`config.mk`:
```
export PLATFORM = sky130hd
export DESIGN_NAME = bp_wupdate_flat
export DESIGN_NICKNAME = d
export VERILOG_FILES = /design/src/rtl/bp_wupdate_if.sv /design/src/rtl/bp_wupdate.sv /design/src/flat_wrapper.sv
export SDC_FILE = /design/constraint.sdc
export NUM_CORES = 2
export LEC_CHECK = 0
export BUFFER_PORTS_ARGS = -buffer_cell sky130_fd_sc_hd__buf_4
export CORE_ASPECT_RATIO = 1.75
export CORE_MARGIN = 1.5
export CORE_UTILIZATION = 60
export DETAILED_ROUTE_END_ITERATION = 6
export PLACE_DENSITY = 0.77
export SYNTH_ARGS = -nofsm -noshare
export SYNTH_HDL_FRONTEND = slang
export SYNTH_SLANG_ARGS = --single-unit
```
`constraint.sdc`:
```
create_clock -name clk -period 15 [get_ports clk]
set_input_delay 0 -clock clk [delete_from_list [all_inputs] [get_ports clk]]
set_output_delay 0 -clock clk [all_outputs]
set_load 0.02 [all_outputs]
```
`src/rtl/bp_wupdate_if.sv`:
```
// Bus bundle for the weight-update engine: control handshake plus the
// delta, input and weight memory ports.
interface bp_wupdate_if #(
    parameter int WIDTH  = 32,
    parameter int ADDR_D = 9,
    parameter int ADDR_X = 9,
    parameter int ADDR_W = 12
);
    logic              i_start;
    logic              o_busy;
    logic              o_done;
    logic [ADDR_D-1:0] o_rd_addr_d;
    logic [WIDTH-1:0]  i_dgate;
    logic [ADDR_X-1:0] o_rd_addr_x;
    logic [WIDTH-1:0]  i_x;
    logic [ADDR_W-1:0] o_rd_addr_w;
    logic [WIDTH-1:0]  i_w;
    logic              o_wr_w;
    logic [ADDR_W-1:0] o_wr_addr_w;
    logic [WIDTH-1:0]  o_wr_data_w;
    logic [WIDTH-1:0]  o_dw;

    modport slave (
        input  i_start, i_dgate, i_x, i_w,
        output o_busy, o_done, o_rd_addr_d, o_rd_addr_x, o_rd_addr_w,
               o_wr_w, o_wr_addr_w, o_wr_data_w, o_dw
    );

    modport master (
        output i_start, i_dgate, i_x, i_w,
        input  o_busy, o_done, o_rd_addr_d, o_rd_addr_x, o_rd_addr_w,
               o_wr_w, o_wr_addr_w, o_wr_data_w, o_dw
    );
endinterface

```
`src/rtl/bp_wupdate.sv`:
```
// Weight-gradient accumulation and SGD write-back for one gate matrix:
// dW[j][k] = sum_t dgate[t][j]*x[t][k], w_new = sat(w - LR*dW).
module bp_wupdate #(
    parameter int WIDTH    = 32,
    parameter int FRAC     = 24,
    parameter int N_CELL   = 53,
    parameter int N_IN     = 53,
    parameter int TIMESTEP = 7,
    parameter int ADDR_D   = 9,
    parameter int ADDR_X   = 9,
    parameter int ADDR_W   = 12,
    parameter logic [WIDTH-1:0] LR = 32'h00028F5C
) (
    input logic        clk,
    input logic        rst,
    bp_wupdate_if.slave bus
);
    localparam int ACC_W = 2*WIDTH + 4;
    localparam int JW    = $clog2(N_CELL + 1);
    localparam int KW    = $clog2(N_IN + 1);
    localparam int TW    = $clog2(TIMESTEP + 1);
    localparam logic [JW-1:0] J_LAST = JW'(N_CELL - 1);
    localparam logic [KW-1:0] K_LAST = KW'(N_IN - 1);
    localparam logic [TW-1:0] T_LAST = TW'(TIMESTEP - 1);
    localparam logic signed [WIDTH-1:0] LR_S = LR;

    typedef enum logic [2:0] {S_IDLE, S_ACC, S_DRAIN, S_UPD, S_WR, S_DONE} state_t;

    state_t                    state_q, state_d;
    logic [JW-1:0]             j_q, j_d;
    logic [KW-1:0]             k_q, k_d;
    logic [TW-1:0]             t_q, t_d;
    logic signed [ACC_W-1:0]   acc_q, acc_d;
    logic [ADDR_D-1:0]         addr_d_q, addr_d_d;
    logic [ADDR_X-1:0]         addr_x_q, addr_x_d;
    logic [ADDR_W-1:0]         addr_w_q, addr_w_d;
    logic                      wr_q, wr_d;
    logic [ADDR_W-1:0]         wr_addr_q, wr_addr_d;
    logic [WIDTH-1:0]          wr_data_q, wr_data_d;
    logic [WIDTH-1:0]          dw_q, dw_d;
    logic                      busy_q, busy_d;
    logic                      done_q, done_d;

    logic signed [2*WIDTH-1:0] prod;
    logic signed [ACC_W-1:0]   acc_sum;
    logic signed [2*WIDTH-1:0] upd_prod;
    logic signed [ACC_W-1:0]   w_diff;

    // Clamp a wide signed value into a WIDTH-bit signed word.
    function automatic logic [WIDTH-1:0] sat_w(input logic signed [ACC_W-1:0] v);
        if ((&v[ACC_W-1:WIDTH-1]) || !(|v[ACC_W-1:WIDTH-1]))
            return v[WIDTH-1:0];
        else if (v[ACC_W-1])
            return {1'b1, {(WIDTH-1){1'b0}}};
        else
            return {1'b0, {(WIDTH-1){1'b1}}};
    endfunction

    // State and datapath registers.
    always_ff @(posedge clk) begin
        if (rst) begin
            state_q   <= S_IDLE;
            j_q       <= '0;
            k_q       <= '0;
            t_q       <= '0;
            acc_q     <= '0;
            addr_d_q  <= '0;
            addr_x_q  <= '0;
            addr_w_q  <= '0;
            wr_q      <= 1'b0;
            wr_addr_q <= '0;
            wr_data_q <= '0;
            dw_q      <= '0;
            busy_q    <= 1'b0;
            done_q    <= 1'b0;
        end else begin
            state_q   <= state_d;
            j_q       <= j_d;
            k_q       <= k_d;
            t_q       <= t_d;
            acc_q     <= acc_d;
            addr_d_q  <= addr_d_d;
            addr_x_q  <= addr_x_d;
            addr_w_q  <= addr_w_d;
            wr_q      <= wr_d;
            wr_addr_q <= wr_addr_d;
            wr_data_q <= wr_data_d;
            dw_q      <= dw_d;
            busy_q    <= busy_d;
            done_q    <= done_d;
        end
    end

    // Next-state, counters, running address offsets and arithmetic.
    always_comb begin
        state_d   = state_q;
        j_d       = j_q;
        k_d       = k_q;
        t_d       = t_q;
        acc_d     = acc_q;
        addr_d_d  = addr_d_q;
        addr_x_d  = addr_x_q;
        addr_w_d  = addr_w_q;
        wr_d      = 1'b0;
        wr_addr_d = '0;
        wr_data_d = '0;
        dw_d      = dw_q;

        prod     = (2*WIDTH)'($signed(bus.i_dgate)) * (2*WIDTH)'($signed(bus.i_x));
        acc_sum  = acc_q + ACC_W'(prod);
        upd_prod = (2*WIDTH)'($signed(dw_q)) * (2*WIDTH)'(LR_S);
        w_diff   = ACC_W'($signed(bus.i_w)) - (ACC_W'(upd_prod) >>> FRAC);

        case (state_q)
            S_IDLE: begin
                if (bus.i_start) begin
                    j_d      = '0;
                    k_d      = '0;
                    t_d      = '0;
                    acc_d    = '0;
                    addr_d_d = '0;
                    addr_x_d = '0;
                    addr_w_d = '0;
                    state_d  = S_ACC;
                end
            end
            S_ACC: begin
                // Read data lags the address by one cycle, so the first ACC
                // cycle has nothing to add and DRAIN picks up the last product.
                if (t_q != '0) acc_d = acc_sum;
                if (t_q == T_LAST) begin
                    state_d = S_DRAIN;
                end else begin
                    t_d      = t_q + TW'(1);
                    addr_d_d = addr_d_q + ADDR_D'(N_CELL);
                    addr_x_d = addr_x_q + ADDR_X'(N_IN);
                end
            end
            S_DRAIN: begin
                acc_d   = acc_sum;
                dw_d    = sat_w(acc_sum >>> FRAC);
                state_d = S_UPD;
            end
            S_UPD: begin
                wr_d      = 1'b1;
                wr_addr_d = addr_w_q;
                wr_data_d = sat_w(w_diff);
                state_d   = S_WR;
            end
            S_WR: begin
                acc_d = '0;
                t_d   = '0;
                if (j_q == J_LAST && k_q == K_LAST) begin
                    state_d = S_DONE;
                end else begin
                    if (k_q == K_LAST) begin
                        k_d = '0;
                        j_d = j_q + JW'(1);
                    end else begin
                        k_d = k_q + KW'(1);
                    end
                    addr_d_d = ADDR_D'(j_d);
                    addr_x_d = ADDR_X'(k_d);
                    addr_w_d = addr_w_q + ADDR_W'(1);
                    state_d  = S_ACC;
                end
            end
            S_DONE: begin
                state_d = S_IDLE;
            end
            default: begin
                state_d = S_IDLE;
            end
        endcase

        busy_d = (state_d == S_ACC) || (state_d == S_DRAIN) ||
                 (state_d == S_UPD) || (state_d == S_WR);
        done_d = (state_d == S_DONE);
    end

    assign bus.o_busy      = busy_q;
    assign bus.o_done      = done_q;
    assign bus.o_rd_addr_d = addr_d_q;
    assign bus.o_rd_addr_x = addr_x_q;
    assign bus.o_rd_addr_w = addr_w_q;
    assign bus.o_wr_w      = wr_q;
    assign bus.o_wr_addr_w = wr_addr_q;
    assign bus.o_wr_data_w = wr_data_q;
    assign bus.o_dw        = dw_q;
endmodule

```
`src/flat_wrapper.sv`:
```
// flat-port wrapper written by rule: the top's interface ports become plain ports
module bp_wupdate_flat 
#(
    parameter int WIDTH    = 32,
    parameter int FRAC     = 24,
    parameter int N_CELL   = 53,
    parameter int N_IN     = 53,
    parameter int TIMESTEP = 7,
    parameter int ADDR_D   = 9,
    parameter int ADDR_X   = 9,
    parameter int ADDR_W   = 12,
    parameter logic [WIDTH-1:0] LR = 32'h00028F5C
)
  (clk, rst, bus_i_start, bus_i_dgate, bus_i_x, bus_i_w, bus_o_busy, bus_o_done, bus_o_rd_addr_d, bus_o_rd_addr_x, bus_o_rd_addr_w, bus_o_wr_w, bus_o_wr_addr_w, bus_o_wr_data_w, bus_o_dw);
  bp_wupdate_if #(.WIDTH(WIDTH), .ADDR_D(ADDR_D), .ADDR_X(ADDR_X), .ADDR_W(ADDR_W)) bus_i ();
  input logic clk;
  input logic rst;
  input wire logic [$bits(bus_i.i_start)-1:0] bus_i_start;
  input wire logic [$bits(bus_i.i_dgate)-1:0] bus_i_dgate;
  input wire logic [$bits(bus_i.i_x)-1:0] bus_i_x;
  input wire logic [$bits(bus_i.i_w)-1:0] bus_i_w;
  output wire logic [$bits(bus_i.o_busy)-1:0] bus_o_busy;
  output wire logic [$bits(bus_i.o_done)-1:0] bus_o_done;
  output wire logic [$bits(bus_i.o_rd_addr_d)-1:0] bus_o_rd_addr_d;
  output wire logic [$bits(bus_i.o_rd_addr_x)-1:0] bus_o_rd_addr_x;
  output wire logic [$bits(bus_i.o_rd_addr_w)-1:0] bus_o_rd_addr_w;
  output wire logic [$bits(bus_i.o_wr_w)-1:0] bus_o_wr_w;
  output wire logic [$bits(bus_i.o_wr_addr_w)-1:0] bus_o_wr_addr_w;
  output wire logic [$bits(bus_i.o_wr_data_w)-1:0] bus_o_wr_data_w;
  output wire logic [$bits(bus_i.o_dw)-1:0] bus_o_dw;
  assign bus_i.i_start = bus_i_start;
  assign bus_i.i_dgate = bus_i_dgate;
  assign bus_i.i_x = bus_i_x;
  assign bus_i.i_w = bus_i_w;
  assign bus_o_busy = bus_i.o_busy;
  assign bus_o_done = bus_i.o_done;
  assign bus_o_rd_addr_d = bus_i.o_rd_addr_d;
  assign bus_o_rd_addr_x = bus_i.o_rd_addr_x;
  assign bus_o_rd_addr_w = bus_i.o_rd_addr_w;
  assign bus_o_wr_w = bus_i.o_wr_w;
  assign bus_o_wr_addr_w = bus_i.o_wr_addr_w;
  assign bus_o_wr_data_w = bus_i.o_wr_data_w;
  assign bus_o_dw = bus_i.o_dw;
  bp_wupdate #(.WIDTH(WIDTH), .FRAC(FRAC), .N_CELL(N_CELL), .N_IN(N_IN), .TIMESTEP(TIMESTEP), .ADDR_D(ADDR_D), .ADDR_X(ADDR_X), .ADDR_W(ADDR_W), .LR(LR)) u_core (.clk(clk), .rst(rst), .bus(bus_i));
endmodule
```
## Word-level counts from Yosys, hierarchy flattened

Cells that the tools add are included.

- Register bits: 195
- Input bits: 99
- Output and inout bits: 109
- Logic and storage cells: 95

- Add/subtract/negate cells: 8
- Multipliers: 2
- Equality and inequality tests: 16
- Mux-type cells: 32
- Bitwise gates (word level): 1
- Reduce and logical (&&, ||, !) cells: 22

Operators by type and width:

| kind | count |
|---|---|
| one-hot mux 68 bit (4 select lines) | 1 |
| 2-to-1 mux 68 bit | 2 |
| 2-to-1 mux 32 bit | 4 |
| adder 68 x 64 -> 68 bit | 1 |
| multiplier 32 x 32 -> 64 bit | 1 |
| one-hot mux 9 bit (3 select lines) | 2 |
| multiplier 32 x 17 -> 49 bit, second input constant | 1 |
| 2-to-1 mux 9 bit | 5 |
| AND reduction 37 bit | 1 |
| OR reduction 37 bit | 1 |
| subtractor 32 x 27 -> 33 bit | 1 |
| 2-to-1 mux 6 bit | 5 |
| 2-to-1 mux 12 bit | 2 |
| one-hot mux 12 bit (2 select lines) | 1 |
| one-hot mux 6 bit (2 select lines) | 2 |
| adder 9 x 6 -> 9 bit, second input constant | 2 |
| 2-to-1 mux 3 bit | 5 |
| one-hot mux 3 bit (5 select lines) | 1 |
| AND reduction 13 bit | 1 |
| OR reduction 13 bit | 1 |
| adder 12 x 1 -> 12 bit, second input constant | 1 |
| adder 6 x 1 -> 6 bit, second input constant | 2 |
| equality test 3 x 2 -> 1 bit, second input constant | 4 |
| equality test 3 bit, second input constant | 4 |
| 18 further kinds | 30 |

## Longest topological paths before layout

- Word-level depth: 8
- Depth in mapped cells: 37
- Mapped depth without buffers: 36

## Least setup slack after synthesis

Ideal clock, no wire load.

- Kind: input -> register
- From: input bus_i_x[0]
- To: register u_core.dw_q[0], in the netlist u_core.bus.o_dw[0]
- Library setup time: 0.088 ns
- Data arrival time: 9.003 ns
- Required time: 14.912 ns
- Path slack: 5.909 ns
- Stages on the path: 29
- Buffers on the path: 3
- Path through: clkbuf_1 > nand2_1 > fa_1 > fa_1 > inv_1 > fa_1 > inv_1 > fa_1 > inv_1 > fa_1 > fa_1 > fa_1 > inv_1 > fa_1 > inv_1 > ha_1 > buf_2 > nand2_1 > or3_1 > a2111oi_2 > a211oi_2 > o21ai_2 > a21oi_2 > xor2_1 > or4_4 > nor4_4 > mux2i_2 > buf_6 > o32ai_2

- Cells in the longest elaborated chain, start to end: 6
- Elaborated cells on any way between the ends: 8
- Those cells by class: add/sub: 1; mul: 1; mux: 2; reduce/logical: 4

RTL lines:

| what | RTL line | source |
|---|---|---|
| from (decl) | flat_wrapper.sv:20 | `input wire logic [$bits(bus_i.i_x)-1:0] bus_i_x;` |
| multiplier 32 x 32 -> 64 bit (*) | bp_wupdate.sv:109 | `prod = (2*WIDTH)'($signed(bus.i_dgate)) * (2*WIDTH)'($signed(bus.i_x));` |
| adder 68 x 64 -> 68 bit (*) | bp_wupdate.sv:110 | `acc_sum = acc_q + ACC_W'(prod);` |
| OR reduction 13 bit | bp_wupdate.sv:51 | `if ((&v[ACC_W-1:WIDTH-1]) \|\| !(\|v[ACC_W-1:WIDTH-1]))` |
| logical NOT 1 bit | bp_wupdate.sv:51 |  |
| logical OR 1 bit | bp_wupdate.sv:51 |  |
| 2-to-1 mux 32 bit (*) | bp_wupdate.sv:51 |  |
| to (signal assigned) | bp_wupdate.sv:88 | `dw_q <= dw_d;` |
| to (decl) | bp_wupdate.sv:40 | `logic [WIDTH-1:0] dw_q, dw_d;` |

Mark *: on every way between the ends. The rest lies on a longest branch, timed or not.
A chain may end at the register's enable or synchronous reset.

## Final worst setup path

- From: register u_core.dw_q[15], in the netlist u_core.bus.o_dw[15]
- To: register u_core.wr_data_q[26], in the netlist u_core.bus.o_wr_data_w[26]

- Cells in the longest elaborated chain, start to end: 6
- Elaborated cells on any way between the ends: 8
- Those cells by class: add/sub: 1; mul: 1; mux: 2; reduce/logical: 4

RTL lines:

| what | RTL line | source |
|---|---|---|
| multiplier 32 x 17 -> 49 bit (*) | bp_wupdate.sv:111 | `upd_prod = (2*WIDTH)'($signed(dw_q)) * (2*WIDTH)'(LR_S);` |
| subtractor 32 x 27 -> 33 bit (*) | bp_wupdate.sv:112 | `w_diff = ACC_W'($signed(bus.i_w)) - (ACC_W'(upd_prod) >>> FRAC);` |
| OR reduction 37 bit | bp_wupdate.sv:51 |  |
| logical NOT 1 bit | bp_wupdate.sv:51 |  |
| logical OR 1 bit | bp_wupdate.sv:51 |  |
| 2-to-1 mux 32 bit (*) | bp_wupdate.sv:51 |  |
| to (signal assigned) | bp_wupdate.sv:87 | `wr_data_q <= wr_data_d;` |
| to (decl) | bp_wupdate.sv:39 | `logic [WIDTH-1:0] wr_data_q, wr_data_d;` |

Marks and branches as above.

==> results.py <==
metrics = {
    "job": {
        "drv_cap": 0,
    },
    "drt": {
        "drt_iter0_drc": 2343,
        "postRouteAntennaNets": 0,
        "dr.pass1.iters": 6,
        "drc": 0,
        "avgViaCountPerCell": 5.65,
        "routed_wl_mm": 162,
        "num_vias": 44100,
        "wl_per_cell_um": 20.7,
    },
    "worst_setup_path": {
        "start_kind": "flop",
        "crit_required_ns": 15.38,
        "cp-end-kind": "flop",
        "cp_slowest_cell": "or4_1",
        "cp_data_arrival_time_ns": 10.30,
        "cp_max_fo": 31,
        "critical_path_class": "reg2reg",
        "crit_path_start": "u_core.bus.o_dw[15]$_SDFFE_PP0P_",
        "crit_top_cell": "fa_1",
        "reg2reg_slack_ns": 5.08,
        "max_stage_delay_ns": 0.87,
        "r2r-end": "u_core.bus.o_wr_data_w[26]$_SDFF_PP0_",
        "rr_startpoint": "u_core.bus.o_dw[15]$_SDFFE_PP0P_",
        "crit_end": "u_core.bus.o_wr_data_w[26]$_SDFF_PP0_",
        "reg2reg_depth": 32,
    },
    "timing": {
        "rsz0062_at_grt": "false",
        "tightest_slew_ns": 1.03,
        "hold_violations": 0,
        "fin_setup_tns_ns": 0,
        "maxSlewViolCount": 0,
        "setup_violations": 0,
        "slew_headroom_pct": 31.1,
        "period_needed_ns": 9.92,
        "skew_ns": 0.0223,
        "post-route-period-util_pct": 66.1,
        "fmax_mhz": 101,
        "whs_ns": 0.0144,
    },
    "clock_tree": {
        "postCtsSetupBuffers": 0,
        "cts-root-buf": "clkbuf_16",
        "clkTransAtPathRegs_ns": 0.09,
        "clk_latency_ns": 0.49,
        "post_cts_resized": 0,
        "hold_buffers": 3,
        "htree_levels": 4,
        "cts_buffers": 17,
        "clock-sinks": 195,
        "clock_path_buffers": 2,
        "cts_tree": "yes",
    },
    "synth": {
        "synth_area_um2": 60300,
        "synth_cell_types": 81,
        "synthesis.nets": 8558,
        "ys_seq_area_share_pct": 6.47,
        "async_flop_share_pct": 0,
        "synth.ff_latch_count": 195,
        "yosys_warnings": 0,
        "synth_edf_count": 0,
        "postSynthAreaPerCell_um2": 9.27,
        "synthCells": 6511,
        "ys.flop_type": "dfxtp_1",
    },
    "outcome": {
        "status": "finished, final reports clean",
    },
    "layout": {
        "area.growth.synth_to_final_pct": 4.73,
        "n_antenna_cell": 0,
        "drive_above_1_share_pct": 5.02,
        "fin_cells": 7806,
        "final_nets": 8523,
    },
    "die": {
        "fp.coreArea_um2": 99500,
        "die_w_um": 243,
        "initial_core_util_pct": 60.6,
        "dieArea_um2": 103000,
        "io-pin-count": 208,
        "die_h_um": 422,
        "rows": 153,
    },
    "global_route": {
        "busiest_layer": "met2",
        "grt_use_total_pct": 33.2,
        "antenna_found_initial": 2,
        "grt.overflow.total": 0,
        "grt_pass1_wl_mm": 264,
        "grt_pass1_vias": 50600,
        "use_met2_pct": 63.4,
        "use_met1_pct": 33.6,
        "use_met3_pct": 4.16,
        "grt_max_degree": 86,
    },
    "placement": {
        "dp.cells": 7771,
        "portBuffers": 207,
        "hpwl_mm": 137,
        "gp_congestion": 0.982,
    },
    "worst_hold_path": {
        "min_from": "rst",
        "hold_class": "in2reg",
    },
}
==> through the flow <==
step | utilization [%] | worst slack, ns | area [µm²]
floorplan | - | 5.91 | 60300
global placement | 62.8 | 5.20 | 62500
detailed placement | 62.8 | 5.08 | 62500
CTS | 63.5 | 5.02 | 63200
global route | 63.5 | 4.22 | 63200
finish | 63.5 | 5.08 | 63200
==> placed cells by master (no fill, tap or decap), types with 116 or more instances in the layout <==
master and count:
o21ai_0 116, dfxtp_1 194, a21oi_1 153, nor2_1 286, fa_1 1496, ha_1 452, and2_1 482, inv_1 1683
nand2_1 712, buf_4 220
==> area by class of cell <==
| cell class | count | area (µm²) |
|---|---|---|
| Clock buffer | 17 | 425 |
| Clock inverter | 15 | 195 |
| Fill cell | 8163 | 36400 |
| Inverter | 1685 | 6320 |
| Multi-Input combinational cell | 4353 | 49000 |
| Sequential cell | 195 | 3910 |
| Tap cell | 1317 | 1650 |
| Timing Repair Buffer | 224 | 1690 |
==> per-layer routing <==
metal,share of wire (%),vias to the layer above,wire [µm]
met2,56,1695,90200
met5,0.0080,-,13
met3,5.1,705,8170
met4,7.6,2,12300
met1,32,22700,50900
li1,-,19000,-
==> registers in the layout (all words and copies together) (netlist names) <==
signal	cells
u_core.acc_q	68
u_core.bus.o_dw	32
u_core.bus.o_wr_data_w	32
u_core.bus.o_rd_addr_w	12
u_core.bus.o_wr_addr_w	12
u_core.bus.o_rd_addr_d	9
u_core.bus.o_rd_addr_x	9
u_core.j_q	6
u_core.k_q	6
u_core.state_q	3
u_core.t_q	3
u_core.bus.o_busy	1
u_core.bus.o_done	1
u_core.bus.o_wr_w	1
==> worst min path at each step <==
stage	to	slack (ns)	depth (start not counted)
floorplan	u_core.bus.o_busy$_SDFF_PP0_	0.23	3
global placement	u_core.bus.o_busy$_SDFF_PP0_	0.37	4
detailed placement	u_core.bus.o_busy$_SDFF_PP0_	0.37	4
CTS	u_core.acc_q[60]$_SDFFE_PP0P_	0.008	2
global route	u_core.k_q[3]$_SDFFE_PP0P_	0.03	2
finish	u_core.bus.o_busy$_SDFF_PP0_	0.01	2
==> cell families (layout without fill, tap and decap cells) <==
kind of cell / Yosys count / count (layout) / synth area share (%)
AND/OR/NAND/NOR: 1660 / 1660 / 13.1
flip-flops: 195 / 195 / 6.47
adder cells (fa/ha/maj): 1948 / 1948 / 59.0
XOR/XNOR: 169 / 169 / 2.47
AO/OA/AOI/OAI: 568 / 568 / 6.48
multiplexers: 8 / 8 / 0.139
buffers and inverters: 1963 / 1941 / 12.4
==> critical path: cells and delay by family (launching register included) <==
| family | cells | cell delay, ns |
|---|---|---|
| simple gates | 3 | 1.04 |
| compound gates | 17 | 3.92 |
| flops | 1 | 0.64 |
| xor+xnor | 1 | 0.47 |
| buf+inv | 2 | 0.18 |
| fa+ha+maj | 8 | 3.44 |
| mux | 1 | 0.11 |
==> synth_stat cells (13+ instances only) <==
master | n | area [µm²]
o21bai_1 | 22 | 165
o211ai_1 | 13 | 97.6
inv_1 | 1684 | 6320
nand2_1 | 713 | 2680
dfxtp_1 | 195 | 3900
ha_1 | 452 | 5660
fa_1 | 1496 | 29900
o21a_1 | 13 | 97.6
clkbuf_1 | 247 | 927
o32ai_2 | 30 | 488
a21oi_1 | 154 | 771
nor2b_1 | 18 | 113
nor3_1 | 18 | 90.1
nor2_1 | 286 | 1070
nand3_1 | 29 | 145
and2_1 | 482 | 3020
xnor2_1 | 104 | 911
o21ai_0 | 116 | 581
and3_1 | 22 | 138
xor2_1 | 64 | 561
nand4_1 | 28 | 175
nand2b_1 | 24 | 150
a22oi_1 | 63 | 473
a21o_1 | 51 | 383
Power is left out: the tool's default activity adds up to more than one toggle a clock period on the data nets, which glitch-free logic cannot reach.
